$ cat src/rtl/ttt_pkg.sv
// Shared definitions for the tic-tac-toe core: cell and winner codes, FSM
// state encodings, win-line table and board helper functions.
package ttt_pkg;

   localparam logic [1:0] CELL_EMPTY = 2'b00;
   localparam logic [1:0] CELL_X     = 2'b01;
   localparam logic [1:0] CELL_O     = 2'b10;

   localparam logic [1:0] WIN_NONE   = 2'b00;
   localparam logic [1:0] WIN_X      = 2'b01;
   localparam logic [1:0] WIN_O      = 2'b10;
   localparam logic [1:0] WIN_TIE    = 2'b11;

   localparam int unsigned NUM_CELLS = 9;
   localparam int unsigned NUM_LINES = 8;
   localparam logic [3:0]  NO_CELL   = 4'hF;

   typedef logic [2:0] state_t;

   localparam state_t P_WAIT   = 3'd0;
   localparam state_t P_CHECK  = 3'd1;
   localparam state_t AI_START = 3'd2;
   localparam state_t AI_WAIT  = 3'd3;
   localparam state_t AI_CHECK = 3'd4;
   localparam state_t OVER     = 3'd5;

   // Rows, columns, then the two diagonals.
   localparam logic [3:0] WIN_LINES [NUM_LINES][3] = '{
      '{4'd0, 4'd1, 4'd2},
      '{4'd3, 4'd4, 4'd5},
      '{4'd6, 4'd7, 4'd8},
      '{4'd0, 4'd3, 4'd6},
      '{4'd1, 4'd4, 4'd7},
      '{4'd2, 4'd5, 4'd8},
      '{4'd0, 4'd4, 4'd8},
      '{4'd2, 4'd4, 4'd6}
   };

   // Read one cell; indices beyond the board read as 11 so they never
   // look empty.
   function automatic logic [1:0] cell_of(input logic [17:0] board, input logic [3:0] idx);
      logic [1:0] code;
      code = 2'b11;
      for (int i = 0; i < NUM_CELLS; i++) begin
         if (idx == 4'(i)) code = board[2*i +: 2];
      end
      return code;
   endfunction

   // Write one cell; indices beyond the board leave it untouched.
   function automatic logic [17:0] set_cell(input logic [17:0] board, input logic [3:0] idx,
                                            input logic [1:0] code);
      logic [17:0] nb;
      nb = board;
      for (int i = 0; i < NUM_CELLS; i++) begin
         if (idx == 4'(i)) nb[2*i +: 2] = code;
      end
      return nb;
   endfunction

   // 1 when every cell of at least one line holds the given code.
   function automatic logic line_owner(input logic [17:0] board, input logic [1:0] code);
      logic hit;
      logic full;
      hit = 1'b0;
      for (int l = 0; l < NUM_LINES; l++) begin
         full = 1'b1;
         for (int k = 0; k < 3; k++) begin
            if (cell_of(board, WIN_LINES[l][k]) != code) full = 1'b0;
         end
         if (full) hit = 1'b1;
      end
      return hit;
   endfunction

endpackage

$ cat src/rtl/ttt_core_ai.sv
// Hardware opponent: captures the board on start, picks a cell one cycle
// later and presents it with a single-cycle done pulse.
module ai_agent
   import ttt_pkg::*;
(
   input  logic        clk,
   input  logic        rst,
   input  logic        start,
   input  logic [17:0] cell_position,
   output logic [3:0]  ai_tick,
   output logic        done
);

   logic        vld_p0_q;
   logic [17:0] board_p0_q;
   logic        vld_p1_q;
   logic [3:0]  tick_p1_q;
   logic [3:0]  tick_q;
   logic        done_q;

   // Centre first, otherwise the highest-index empty cell. A full board
   // yields NO_CELL, which the top treats as an invalid reply.
   function automatic logic [3:0] pick_cell(input logic [17:0] board);
      logic [3:0] sel;
      sel = NO_CELL;
      if (cell_of(board, 4'd4) == CELL_EMPTY) begin
         sel = 4'd4;
      end else begin
         for (int i = 0; i < NUM_CELLS; i++) begin
            if (cell_of(board, 4'(i)) == CELL_EMPTY) sel = 4'(i);
         end
      end
      return sel;
   endfunction

   // Control path: valid bits and done pulse, cleared by reset so a
   // request in flight is dropped.
   always_ff @(posedge clk) begin
      if (rst) begin
         vld_p0_q <= 1'b0;
         vld_p1_q <= 1'b0;
         done_q   <= 1'b0;
      end else begin
         vld_p0_q <= start;
         vld_p1_q <= vld_p0_q;
         done_q   <= vld_p1_q;
      end
   end

   // Data path: stage p0 captures the board, stage p1 selects, the output
   // register holds the choice until the next request completes.
   always_ff @(posedge clk) begin
      if (start) board_p0_q <= cell_position;
      // stage p0 -> p1
      if (vld_p0_q) tick_p1_q <= pick_cell(board_p0_q);
      // stage p1 -> output
      if (vld_p1_q) tick_q <= tick_p1_q;
   end

   assign ai_tick = tick_q;
   assign done    = done_q;

endmodule

$ cat src/rtl/ttt_core.sv
// Tic-tac-toe game core: player move entry, AI reply sequencing, win and
// tie detection, and the board/status registers seen by the UI.
module ttt_core
   import ttt_pkg::*;
(
   input  logic        clk,
   input  logic        rst,
   input  logic [3:0]  p_tick,
   input  logic        p_confirm,
   output logic [17:0] cell_position,
   output logic [1:0]  winner,
   output logic        player_turn,
   output logic [3:0]  move_cnt
);

   state_t      state_q,    state_d;
   logic [17:0] board_q,    board_d;
   logic [1:0]  winner_q,   winner_d;
   logic        turn_q,     turn_d;
   logic [3:0]  cnt_q,      cnt_d;
   logic        ai_start_q, ai_start_d;
   logic        p_confirm_q;
   logic        p_rise;
   logic [3:0]  ai_tick;
   logic        ai_done;

   assign p_rise = p_confirm & ~p_confirm_q;

   ai_agent u_ai (
      .clk           (clk),
      .rst           (rst),
      .start         (ai_start_q),
      .cell_position (board_q),
      .ai_tick       (ai_tick),
      .done          (ai_done)
   );

   // Next-state logic for the game FSM and the board/status registers.
   always_comb begin
      state_d    = state_q;
      board_d    = board_q;
      winner_d   = winner_q;
      turn_d     = turn_q;
      cnt_d      = cnt_q;
      ai_start_d = 1'b0;
      case (state_q)
         P_WAIT: begin
            if (p_rise && (p_tick <= 4'd8) && (cell_of(board_q, p_tick) == CELL_EMPTY)) begin
               board_d = set_cell(board_q, p_tick, CELL_X);
               cnt_d   = cnt_q + 4'd1;
               turn_d  = 1'b0;
               state_d = P_CHECK;
            end
         end
         P_CHECK: begin
            if (line_owner(board_q, CELL_X)) begin
               winner_d = WIN_X;
               state_d  = OVER;
            end else if (cnt_q == 4'd9) begin
               winner_d = WIN_TIE;
               state_d  = OVER;
            end else begin
               state_d = AI_START;
            end
         end
         AI_START: begin
            ai_start_d = 1'b1;
            state_d    = AI_WAIT;
         end
         AI_WAIT: begin
            if (ai_done) begin
               if ((ai_tick <= 4'd8) && (cell_of(board_q, ai_tick) == CELL_EMPTY)) begin
                  board_d = set_cell(board_q, ai_tick, CELL_O);
                  cnt_d   = cnt_q + 4'd1;
                  state_d = AI_CHECK;
               end else begin
                  // Invalid reply: hand the move back to the player unchanged.
                  turn_d  = 1'b1;
                  state_d = P_WAIT;
               end
            end
         end
         AI_CHECK: begin
            if (line_owner(board_q, CELL_O)) begin
               winner_d = WIN_O;
               state_d  = OVER;
            end else if (cnt_q == 4'd9) begin
               winner_d = WIN_TIE;
               state_d  = OVER;
            end else begin
               turn_d  = 1'b1;
               state_d = P_WAIT;
            end
         end
         OVER: begin
            // The restarting edge is consumed here and never places a move.
            if (p_rise) begin
               board_d  = '0;
               cnt_d    = 4'd0;
               winner_d = WIN_NONE;
               turn_d   = 1'b1;
               state_d  = P_WAIT;
            end
         end
         default: begin
            state_d = P_WAIT;
         end
      endcase
   end

   // State, board and confirm-history registers.
   always_ff @(posedge clk) begin
      if (rst) begin
         state_q     <= P_WAIT;
         board_q     <= '0;
         winner_q    <= WIN_NONE;
         turn_q      <= 1'b1;
         cnt_q       <= 4'd0;
         ai_start_q  <= 1'b0;
         p_confirm_q <= 1'b0;
      end else begin
         state_q     <= state_d;
         board_q     <= board_d;
         winner_q    <= winner_d;
         turn_q      <= turn_d;
         cnt_q       <= cnt_d;
         ai_start_q  <= ai_start_d;
         p_confirm_q <= p_confirm;
      end
   end

   assign cell_position = board_q;
   assign winner        = winner_q;
   assign player_turn   = turn_q;
   assign move_cnt      = cnt_q;

endmodule

$ cat config.mk
export PLATFORM = sky130hd
export DESIGN_NAME = ttt_core
export DESIGN_NICKNAME = d
export VERILOG_FILES = /design/src/rtl/ttt_pkg.sv /design/src/rtl/ttt_core_ai.sv /design/src/rtl/ttt_core.sv
export SDC_FILE = /design/constraint.sdc
export NUM_CORES = 1
export LEC_CHECK = 0
export BUFFER_PORTS_ARGS = -buffer_cell sky130_fd_sc_hd__buf_2
export CORE_ASPECT_RATIO = 1.5
export CORE_MARGIN = 1
export CORE_UTILIZATION = 50
export DETAILED_ROUTE_END_ITERATION = 8
export GPL_TIMING_DRIVEN = 0
export PLACE_DENSITY = 0.69
export SYNTH_ARGS = -nofsm -noshare
export SYNTH_HDL_FRONTEND = slang
export SYNTH_SLANG_ARGS = --single-unit
$ cat constraint.sdc
create_clock -name clk -period 6.15 [get_ports clk]
set_clock_uncertainty 0.05 [all_clocks]
set_input_delay 1.23 -clock clk [delete_from_list [all_inputs] [get_ports clk]]
set_output_delay 1.23 -clock clk [all_outputs]
set_load 0.02 [all_outputs]
Word-level counts from Yosys, hierarchy flattened
Cells that the tools add are included.
{ "classes": {"n_addsub": 1, "n_lt_le_gt_ge": 2, "n_eq_ne": 65, "mux": 193, "bitwise": 2, "n_reduce_logical": 35} }
{ "ops": {"columns": ["operator", "count"], "rows": [
  ["2-to-1 mux 2 bit", 80],
  ["2-to-1 mux 1 bit", 83],
  ["2-to-1 mux 18 bit", 4],
  ["AND reduction 7 bit", 10],
  ["!= test 2 bit, second input constant", 33],
  ["one-hot mux 18 bit (3 select lines)", 1],
  ["2-to-1 mux 4 bit", 13],
  ["== test 4 x 3 -> 1 bit, second input constant", 8],
  ["zero test 2 bit", 12],
  ["2-to-1 mux 3 bit", 8],
  ["!= test 2 x 1 -> 1 bit, second input constant", 10],
  ["one-hot mux 3 bit (6 select lines)", 1],
  ["== test 4 x 2 -> 1 bit, second input constant", 4],
  ["== test 4 bit, second input constant", 3],
  ["one-hot mux 4 bit (3 select lines)", 1],
  ["== test 4 x 1 -> 1 bit, second input constant", 2],
  ["less-or-equal comparator 4 bit, second input constant", 2],
  ["zero test 4 bit", 2],
  ["== test 3 x 2 -> 1 bit, second input constant", 2],
  ["== test 3 bit, second input constant", 2],
  ["one-hot mux 2 bit (3 select lines)", 1],
  ["nonzero test 3 bit", 2],
  ["AND reduction 5 bit", 1],
  ["adder 4 x 1 -> 4 bit, second input constant", 1],
  ["other kinds (10)", 12]
]} }
{ "word_totals": {"register_bits": 59, "out_inout_bits": 25, "wordCells": 320} }

Logic depth before layout (Yosys ltp)
Gate-level depths: netlist (run 1).
{ "logic_depth": {"depth_word": 18, "depth_mapped": 9} }

Hierarchy
Synthesis (run 1) repeated with hierarchy kept, for this count alone.
{ "unflattened": {"cells_unflattened": 343, "area_unflattened_um2": 3478.3} }
{ "modules_own_cells": {"columns": ["mod", "instances", "cells_each", "area_each_um2"], "rows": [
  ["ttt_core", 1, 289, 2466.1],
  ["ai_agent", 1, 54, 1012.2]
]} }

Worst setup path after synthesis (run 1)
No wires, ideal clock.
{ "synth_path": {"path_kind": "input to register", "start": "input p_tick[0]", "end": "register board_q[0], in the netlist cell_position[0]", "setup_ns": 0.072, "arrival_time_ns": 2.906, "path_slack_ns": 3.122, "stages": 7, "n_path_buf": 2, "path_cell_list": "buf_2 > or4b_1 > and2_4 > a21o_4 > buf_4 > a211oi_1 > mux2i_1"} }
{ "synth_between": {"elab_chain_len": 15, "word_cells_on_any_way": 26, "cone_classes": "order compare (1); eq/ne (10); mux (10); reduce/logical (5)"} }
{ "synth_lines": {"columns": ["item", "line_no", "text"], "rows": [
  ["start: declaration", "ttt_core.sv:8", "input logic [3:0] p_tick,"],
  ["zero test 4 bit", "ttt_pkg.sv:45, ttt_pkg.sv:56", null],
  ["2-to-1 mux 2 bit (9 in series)", "ttt_pkg.sv:45", "if (idx == 4'(i)) code = board[2*i +: 2];"],
  ["2-to-1 mux 2 bit", "ttt_core.sv:46", "case (state_q)"],
  ["zero test 2 bit", "ttt_core.sv:48", "if (p_rise && (p_tick <= 4'd8) && (cell_of(board_q, p_tick) == CELL_EMPTY)) begin"],
  ["logical AND 1 bit", "ttt_core.sv:48", null],
  ["!= test 2 bit (no source line)", null, null],
  ["AND reduction 7 bit (no source line) (*)", null, null],
  ["end signal: assignment", "ttt_core.sv:123", "board_q <= board_d;"],
  ["end: declaration", "ttt_core.sv:17", "logic [17:0] board_q, board_d;"]
]} }
Mark *: on every way between the ends. The rest lies on a longest branch, timed or not. The select of a mux whose other input is x is not followed.
A chain may end at the register's enable or synchronous reset.

Worst setup path after layout (run 1)
{ "layout_path": {"start": "input p_tick[1]", "end": "register board_q[2], in the netlist cell_position[2]"} }
{ "layout_between": {"elab_chain_len": 15, "word_cells_on_any_way": 26, "cone_classes": "order compare (1); eq/ne (10); mux (10); reduce/logical (5)"} }
{ "layout_lines": {"columns": ["item", "line_no"], "rows": [
  ["zero test 4 bit", "ttt_pkg.sv:45"],
  ["2-to-1 mux 2 bit (9 in series)", "ttt_pkg.sv:45"],
  ["2-to-1 mux 2 bit", "ttt_core.sv:46"],
  ["zero test 2 bit", "ttt_core.sv:48"],
  ["logical AND 1 bit", "ttt_core.sv:48"],
  ["!= test 2 bit (no source line)", null],
  ["AND reduction 7 bit (no source line) (*)", null]
]} }
Marks and branches as above.

==> results of run 1 <==
-- per-stage QoR --
step	std cells	area (sq um)	hold slack (ns)	utilization, %
2_1_floorplan	350	3410	0.350	-
5_1_grt	472	3900	0.391	59.7
4_1_cts	472	3900	0.388	59.7
3_5_place_dp	456	3660	0.358	56.0
6_report	472	3900	0.388	59.7
3_3_place_gp	456	3660	0.363	56.0
-- power by group through the flow --
stage	Sequential (W)	Combinational [W]	Clock, W
floorplan	0.000495	0.000169	0
global placement	0.000486	0.000262	0
detailed placement	0.000488	0.000266	0
CTS	0.000479	0.000267	0.000438
global route	0.000485	0.000291	0.000455
finish	0.000480	0.000271	0.000432
-- placed cells by master (no fill, tap or decap), types with 11 or more instances in the layout --
master,count
nand3_1,19
nand2_1,12
edfxtp_1,26
nor2_1,21
nor2b_1,23
o22ai_1,11
buf_2,32
nand2b_1,22
dfxtp_1,33
nor4bb_1,16
nor3_1,14
o21ai_0,28
-- cell families after synthesis --
| family | Yosys count | share of synthesized area [%] |
|---|---|---|
| buf+inv | 27 | 4.25 |
| simple gates | 152 | 27.2 |
| flops | 59 | 42.2 |
| compound gates | 97 | 20.6 |
| fa+ha+maj | 2 | 0.733 |
| mux | 13 | 5.02 |
-- registers in the layout, summed over array words and instances (netlist names), 2 cells and up --
register	count
u_ai.board_p0_q	18
u_ai.tick_p1_q	4
u_ai.ai_tick	4
state_q	3
cell_position	18
move_cnt	4
winner	2
-- cell type report --
cell class	count	area share, %
clock inverters	6	2.92
repair buffers	30	3.85
multi-input cells	264	46.8
well taps	76	2.44
plain buffers	21	3.14
clock buffers	10	3.27
flip-flops and latches	59	37.0
inverters	6	0.577
-- metal layers --
layer	part of all wire [%]	global-route usage (%)	wire, microns
met3	5.2	5.72	488
met4	2.6	11.9	240
met1	41	31.5	3790
met5	0	0	0
met2	51	49.3	4780
-- critical path, delay by kind of cell --
kind                   cells  cell delay [ns]
AOI/OAI and AO/OA          2             0.56
buffers and inverters      2             0.33
muxes                      1             0.22
and+or+nand+nor            2             0.79
-- final timing paths --
path                                         from                       endpoint  slack [ns]  cells past startpoint
setup / recovery                        p_tick[1]  cell_position[2]$_SDFFE_PP0P_        3.23                      7
hold / removal    u_ai.tick_p1_q[0]$_SDFFCE_PP0P_      u_ai.ai_tick[0]$_DFFE_PP_        0.39                      0
setup reg to reg          state_q[1]$_SDFFE_PP0P_       move_cnt[1]$_SDFFE_PP0P_        3.64                      7
hold reg to reg   u_ai.tick_p1_q[0]$_SDFFCE_PP0P_      u_ai.ai_tick[0]$_DFFE_PP_        0.39                      0
==> results.md, run 1 <==
- Net Sw Power: 0.000378 W
- Final WS setup: 3.23 ns
- Fin. max-slew vios: 0
- CTS tree: done
- Post-synth EDFFs: 26
- Worst path required time: 6.37 ns
- Worst-Skew Late Latency: between 0.3 and 0.4 ns
- Critical Path AT: ~3.1 ns
- Pint: 0.000805 W
- Nets: 400
- Sw frac: a little under a third
- Synth Register Bits: 59
- Die Wd: a little under 70 microns
- Clock share of power: between 30% and 40%
- Final Cycle Share: 47.4%
- Max transition margin: 48.6%
- Syn. warnings: 0
- Max Fanout on Critical Path: 10
- Maxcap violations: 0
- Worst hold path class: register to register
- FF+latch area: around 0.0014 sq mm
- Hold Vio Cnt, Final: 0
- Post-Syn Nets: 359
- CP endpoint kind: register
- Total power draw: 0.00118 W
- Outcome: complete, no violations
- Area growth syn-to-layout: 14.3%
- IO Port Bufs: 30
- Fmax achieved: 343 MHz
- Antenna-violating nets left: 0
- Area leader, netlist: edfxtp_1
- # DRC: 0
- DRT Pass-1 Iters: 5
- HPWL after detailed placement: 6.76 mm
- Top Ports: 32
- Post-layout min period: 2.92 ns
- Leak: between 1 and 1.5 nW
- Synth Instances: 350
- Slowest stage cell, crit path: or4b_1
- Drt first-iter violations: 233
- Post-cts resize count: 0
- Die area: slightly above 0.007 sq mm
- DR vias: 3028
- Gate power share: 22.9%
- Via density: 6.42
- Power per standard cell area: about 300 mW/mm^2
- # diodes: 0
- Crit-path cells: buf_2, or4b_1, and2_4, a21o_4, buf_4, a211oi_1, mux2i_1
- Drt total wl: 9.30 mm
- Core area: approximately 0.0065 sq mm
- RSZ-0062 raised after global routing: false
- Syn Area/Cell: just under 10 sq um
- Top cells by count, synth: 33 x dfxtp_1, 28 x o21ai_0, 26 x edfxtp_1, 23 x nor2b_1, 22 x nand2b_1
- First-pass GRT wire length: around 15 mm
- Initial antenna violation count: 0
- Cell Rows: 36
- VDD IR max: between 100 and 150 uV
- Largest cells by area after synthesis: edfxtp_1 23%, dfxtp_1 19%, nor4bb_1 4.7%
- Tightest Pin Transition: 0.770 ns
- Cell Area, Synth: about 0.0034 sq mm
- # setup viols final: 0
- Startpoint Class: input pin
- Post-Route Setup TNS: 0 ns
- Largest net degree at the start of global routing: 20
- Total grt overflow: 0
- CTS Buffer Depth: 2
- Routed len/inst: roughly 20 microns
- Hold-fix buffers at CTS: 0
- Vias in the first global route: approximately 2800
- Clk slew on worst S/H paths: about 0.07 ns
- Effective utilization at floorplan: 52.3%
- Root Buffer: clkbuf_8
- RePlAce Congestion: 0.954
- Footprint of the multi-input gates: 0.00183 sq mm
- Tot GR Track Use: 27.3%
- Sequential area share after synthesis: 42.2%
- Fill cells: approximately 560
- H-tree Lvls: 3
- Worst slack, placed: 2.91 ns
- Post-synth top area share: 22.9%
- Clk sinks: 59
- Die H: approximately 100 microns
- Post-synthesis cell type count: 58
- TritonCTS buffer count: 9
- Max incr delay on CP: 0.59 ns
- Setup bufs post-CTS: 0
- Predominant post-synthesis flop cell: dfxtp_1
- Async SR Flop Fraction: 0%
- Most frequent cell after synthesis: dfxtp_1
- Kind of critical path: input pin to register
- Share of cells above drive strength 1: 18.2%
- Flop pwr share: 40.6%
No activity file was read; power rests on OpenSTA's default activity.
==> inputs of run 2 (changes only) <==
PLACE_DENSITY = 0.72   (was 0.69)
clock period = 2.4 ns   (was 6.15 ns; I/O delays follow)
==> run 2 against run 1 <==
Net effect: via count shrank 1.0%; power increased by 140%; critical path depth up 2; critical path type is now register to register; highest routed layer unchanged; setup slack got worse by 3.1 ns; die area unchanged; wire length is 2.6% lower; sequential share of layout area is 0.31 points lower; combinational power grew to 2.8 times the previous value; register-to-register slack worse by 3.6 ns; count of clock-buffer cells in the layout rose by 4; core utilization up 1.1 points.
==> results.md, run 2 (synthesis gave the netlist of run 1 again) <==
- Largest net degree at the start of global routing: 20
- HPWL after detailed placement: around 6.6 mm
- Max transition margin: 48.2%
- RePlAce Congestion: 0.948
- Antenna-violating nets left: 0
- Top Ports: 32
- Critical Path AT: 2.52 ns
- Clk sinks: 59
- Post-layout min period: 2.31 ns
- CTS tree: done
- Drt first-iter violations: 212
- Worst hold path class: input pin to register
- DRT Pass-1 Iters: 5
- Nets: between 400 and 500
- # diodes: 0
- Effective utilization at floorplan: a little over half
- IO Port Bufs: 30
- Reg2Reg Setup Slack: 0.09 ns
- TritonCTS buffer count: 9
- DR vias: 2997
- Final Cycle Share: 96.4%
- Kind of critical path: register to register
- Die Wd: 69.5 microns
- Area growth syn-to-layout: 16.4%
- Clk slew on worst S/H paths: approximately 0.07 ns
- Leak: 1.37 nW
- RSZ-0062 raised after global routing: true
- # setup viols final: 0
- HP Start: p_confirm
- H-tree Lvls: 3
- Outcome: complete, no violations
- CP endpoint kind: register
- Cell Rows: 36
- Most frequent cells in the layout: 32 x buf_2, 28 x o21ai_0, 26 x edfxtp_1
- Hold-fix buffers at CTS: 0
- Worst slack, placed: -0.0794 ns
- Utilization after layout: 60.8%
- VDD IR max: 372 uV
- Worst Reg-to-Reg Cells: 9
- Startpoint Class: register
- Core area: 0.00653 sq mm
- # DRC: 0
- Fill cells: ~560
- Hold Path End: p_confirm_q$_SDFF_PP0_
- Power per standard cell area: 728 mW/mm^2
- Hold Vio Cnt, Final: 0
- Root Buffer: clkbuf_8
- Routed len/inst: 19.1 microns
- Hold path depth: 2
- Most common cell after layout, fill and taps aside: buf_2
- Drt total wl: 9.06 mm
- Maxcap violations: 0
- Reg2reg start: u_ai.ai_tick[1]$_DFFE_PP_
- Total grt overflow: 0
- Final WS setup: ~0.087 ns
- Initial antenna violation count: 0
- First-pass GRT wire length: 14.7 mm
- Max Fanout on Critical Path: 10
- Fmax achieved: 432 MHz
- Vias in the first global route: about 2800
- Share of cells above drive strength 1: about 23%
- CTS Buffer Depth: 2
- CP startpoint: u_ai.ai_tick[1]$_DFFE_PP_
- Worst path required time: 2.61 ns
- Die H: 103 microns
- R2r endpoint: cell_position[2]$_SDFFE_PP0P_
- Tot GR Track Use: 26.9%
- Die area: 0.00717 sq mm
- Fin. max-slew vios: 0
- Worst-Skew Late Latency: 0.34 ns
- Via density: 6.32
- Tightest Pin Transition: between 0.7 and 0.8 ns
## run 2: cell type report
class / instances / area (sq um) / area share (%)
Timing Repair Buffer: 32 / 165 / 4.16
Clock buffer: 14 / 163 / 4.09
Sequential cell: 59 / 1460 / 36.6
Inverter: 6 / 22.5 / 0.567
Buffer: 21 / 140 / 3.53
Clock inverter: 2 / 33.8 / 0.850
Multi-Input combinational cell: 264 / 1900 / 47.8
Tap cell: 76 / 95.1 / 2.39
## run 2: metrics by stage
stage	area [sq um]	TNS (ns)	hold WS [ns]	instances	power, W
finish	3970	0	0.327	474	0.00289
global route	3970	-0.0785	0.363	474	0.00302
CTS	3860	0	0.316	472	0.00283
detailed placement	3660	-0.667	0.363	456	0.00192
global placement	3660	-0.414	0.357	456	0.00191
floorplan	3410	0	0.350	350	0.00170
## run 2: where the power goes
group	internal [W]	leakage [nW]	switching, W
Clock	0.000534	0.0983	0.000381
Combinational	0.000263	0.760	0.000485
Sequential	0.00113	0.514	0.000101
Total	0.00193	1.37	0.000967
## run 2: per-layer routing
metal | global-route usage (%) | vias to the layer above | wire length, microns
li1 | - | 1433 | -
met1 | 30.8 | 1442 | 3620
met2 | 45.9 | 95 | 4620
met3 | 6.88 | 27 | 453
met4 | 15.7 | 0 | 364
met5 | 0 | - | 0
## run 2: worst max path at each step
stage                     cells after the start  slack, ns                             end
after floorplan                               7       0.12   cell_position[0]$_SDFFE_PP0P_
after global placement                        8      -0.06   cell_position[7]$_SDFFE_PP0P_
after detailed placement                      8      -0.08        move_cnt[3]$_SDFFE_PP0P_
after CTS                                     8     0.0006   cell_position[6]$_SDFFE_PP0P_
after global routing                          9      -0.02  cell_position[14]$_SDFFE_PP0P_
final                                         9       0.09   cell_position[2]$_SDFFE_PP0P_
## run 2: what timing repair did
| action | 4_1_cts | 5_1_grt |
|---|---|---|
| pin swaps | 0 | 4 |
| resized for setup | 4 | 27 |
| endpoints found under the setup margin | 4 | 23 |
| setup buffers | 0 | 2 |
## run 2: worst max-delay path, stage by stage, from the launching register on
cell and delay, ns:
edfxtp_1 0.38, buf_6 0.16, nor4b_4 0.29, buf_4 0.16, and2_4 0.13, a221oi_2 0.04, or3_4 0.42, buf_12 0.17
a211oi_4 0.21, mux2i_1 0.20
==> inputs of run 3 (changes only) <==
BUFFER_PORTS_ARGS = unset   (was -buffer_cell sky130_fd_sc_hd__buf_2)
DONT_BUFFER_PORTS = 1   (was unset)
PLACE_DENSITY = 0.68   (was 0.72)
clock period = 1.87 ns   (was 2.4 ns; I/O delays follow)
==> run 3 against run 2 <==
Net effect: the run now ends with negative setup slack left; count of clock-buffer cells in the layout decreased by 4; worst hold slack worse by 0.21 ns; clock power up 46%; sequential cell count unchanged; wire length is 6.9% higher; non-clock buffer count is 18 lower; critical path type unchanged.
==> results.md, run 3 (synthesis gave the netlist of run 1 again) <==
- Most frequent cells in the layout: 26 x o21ai_0, 26 x edfxtp_1, 22 x nor2b_1
- Leak: 1.33 nW
- Critical Path AT: 2.54 ns
- H-tree Lvls: 3
- TritonCTS buffer count: 9
- Tot GR Track Use: 27.9%
- Effective utilization at floorplan: 52.3%
- Post-layout min period: ~2.3 ns
- Fin. max-slew vios: 0
- Root Buffer: clkbuf_8
- Share of cells above drive strength 1: between 20 and 30%
- Failing checks: negative setup slack
- Worst slack, placed: -0.697 ns
- Max transition margin: 48.9%
- Total grt overflow: 0
- Post-Place Cells: 426
- Max Fanout on Critical Path: 10
- Die H: 103 microns
- Outcome: finished with violations
- CTS tree: done
- Fin cells: 456
- RSZ-0062 raised after global routing: true
- # diodes: 0
- Vias in the first global route: 2965
- Hold WS: 0.117 ns
- Final instance area: 0.00414 sq mm
- Hold Vio Cnt, Final: 0
- Worst-Skew Late Latency: between 0.3 and 0.4 ns
- Fmax achieved: ~430 MHz
- Via density: 6.48
- Total power draw: 0.00392 W
- Core area: about 0.0065 sq mm
- DR vias: a little under 3000
- RePlAce Congestion: 0.944
- Kind of critical path: register to register
- Die Wd: 69.5 microns
- # setup viols final: 25
- FF+latch area: between 0.0015 and 0.002 sq mm
- IO Port Bufs: 0
- DP Area: 0.00355 sq mm
- Worst hold path class: input pin to register
- CTS Buffer Depth: 2
- Drt first-iter violations: 167
- # DRC: 0
- Routed len/inst: ~21 microns
- DRT Pass-1 Iters: 5
- Worst path required time: 2.09 ns
- Drt total wl: around 9.7 mm
- Top Ports: 32
- Area growth syn-to-layout: 21.2%
- Clk slew on worst S/H paths: approximately 0.080 ns
- Initial antenna violation count: 0
- Power per standard cell area: 948 mW/mm^2
- Footprint of the multi-input gates: 0.00201 sq mm
- Tightest Pin Transition: 0.766 ns
- Maxcap violations: 0
- CP endpoint kind: register
- Fill cells: 530
- First-pass GRT wire length: 15.3 mm
- Final WS setup: -0.448 ns
- Cell Rows: 36
- Hold-fix buffers at CTS: 0
- Final Cycle Share: 124%
- Startpoint Class: register
- VDD IR max: 537 uV
- Largest net degree at the start of global routing: 20
- Clk sinks: 59
- HPWL after detailed placement: 6.77 mm
- Die area: 0.00717 sq mm
- Nets: 384
- Antenna-violating nets left: 0
==> run 3: changes by cell type in the layout (fill, tap and decap cells not counted), sizes merged <==
cell,previous run,this run
clkinvlp,0,2
bufinv,1,2
buf,45,27
clkinv,1,2
clkbuf,22,18
==> run 3: cell type report <==
cell class	count	share of cell area, %
multi-input cells	264	48.5
repair buffers	14	3.02
flip-flops and latches	59	36.4
clock inverters	6	2.15
clock buffers	10	3.33
well taps	76	2.30
plain buffers	21	3.75
inverters	6	0.544
==> run 3: where the power goes <==
group	total [W]	internal, W	switching [W]
Sequential	0.00166	0.00145	0.000206
Combinational	0.000925	0.000346	0.000579
Clock	0.00134	0.000786	0.000551
==> run 3: critical path, stage by stage (launching register included) <==
cell,delay (ns)
edfxtp_1,0.41
buf_6,0.16
nor4b_4,0.29
a22oi_1,0.13
a31o_1,0.22
or3_4,0.38
buf_12,0.17
a211oi_2,0.23
mux2i_1,0.21
==> run 3: final timing paths <==
kind                                        start                        endpoint  slack (ns)  depth (start not counted)
setup / recovery        u_ai.ai_tick[0]$_DFFE_PP_  cell_position[12]$_SDFFE_PP0P_       -0.45                          8
hold / removal                          p_confirm          p_confirm_q$_SDFF_PP0_        0.12                          1
setup reg to reg        u_ai.ai_tick[0]$_DFFE_PP_  cell_position[12]$_SDFFE_PP0P_       -0.45                          8
hold reg to reg   u_ai.tick_p1_q[2]$_SDFFCE_PP1P_       u_ai.ai_tick[2]$_DFFE_PP_        0.38                          0
==> run 3: repair_timing <==
| item | 4_1_cts | 5_1_grt |
|---|---|---|
| cloned | 0 | 0 |
| resized for setup | 38 | 36 |
| pin swaps | 4 | 10 |
| endpoints found under the setup margin | 28 | 28 |
| buffers inserted | 4 | 10 |
==> run 3: metrics by stage <==
stage          util (%)  setup TNS, ns
5_1_grt            63.3         -11.80
3_3_place_gp       54.4         -13.75
2_1_floorplan         -          -4.95
6_report           63.3          -9.76
3_5_place_dp       54.4         -14.18
4_1_cts            60.4         -10.08
==> run 3: layer usage <==
layer | track usage [%] | wire [microns] | up-vias
li1 | - | - | 1394
met1 | 30.8 | 3810 | 1428
met2 | 48.1 | 4870 | 99
met3 | 6.49 | 502 | 32
met4 | 19.5 | 507 | 0
met5 | 0 | 0 | -
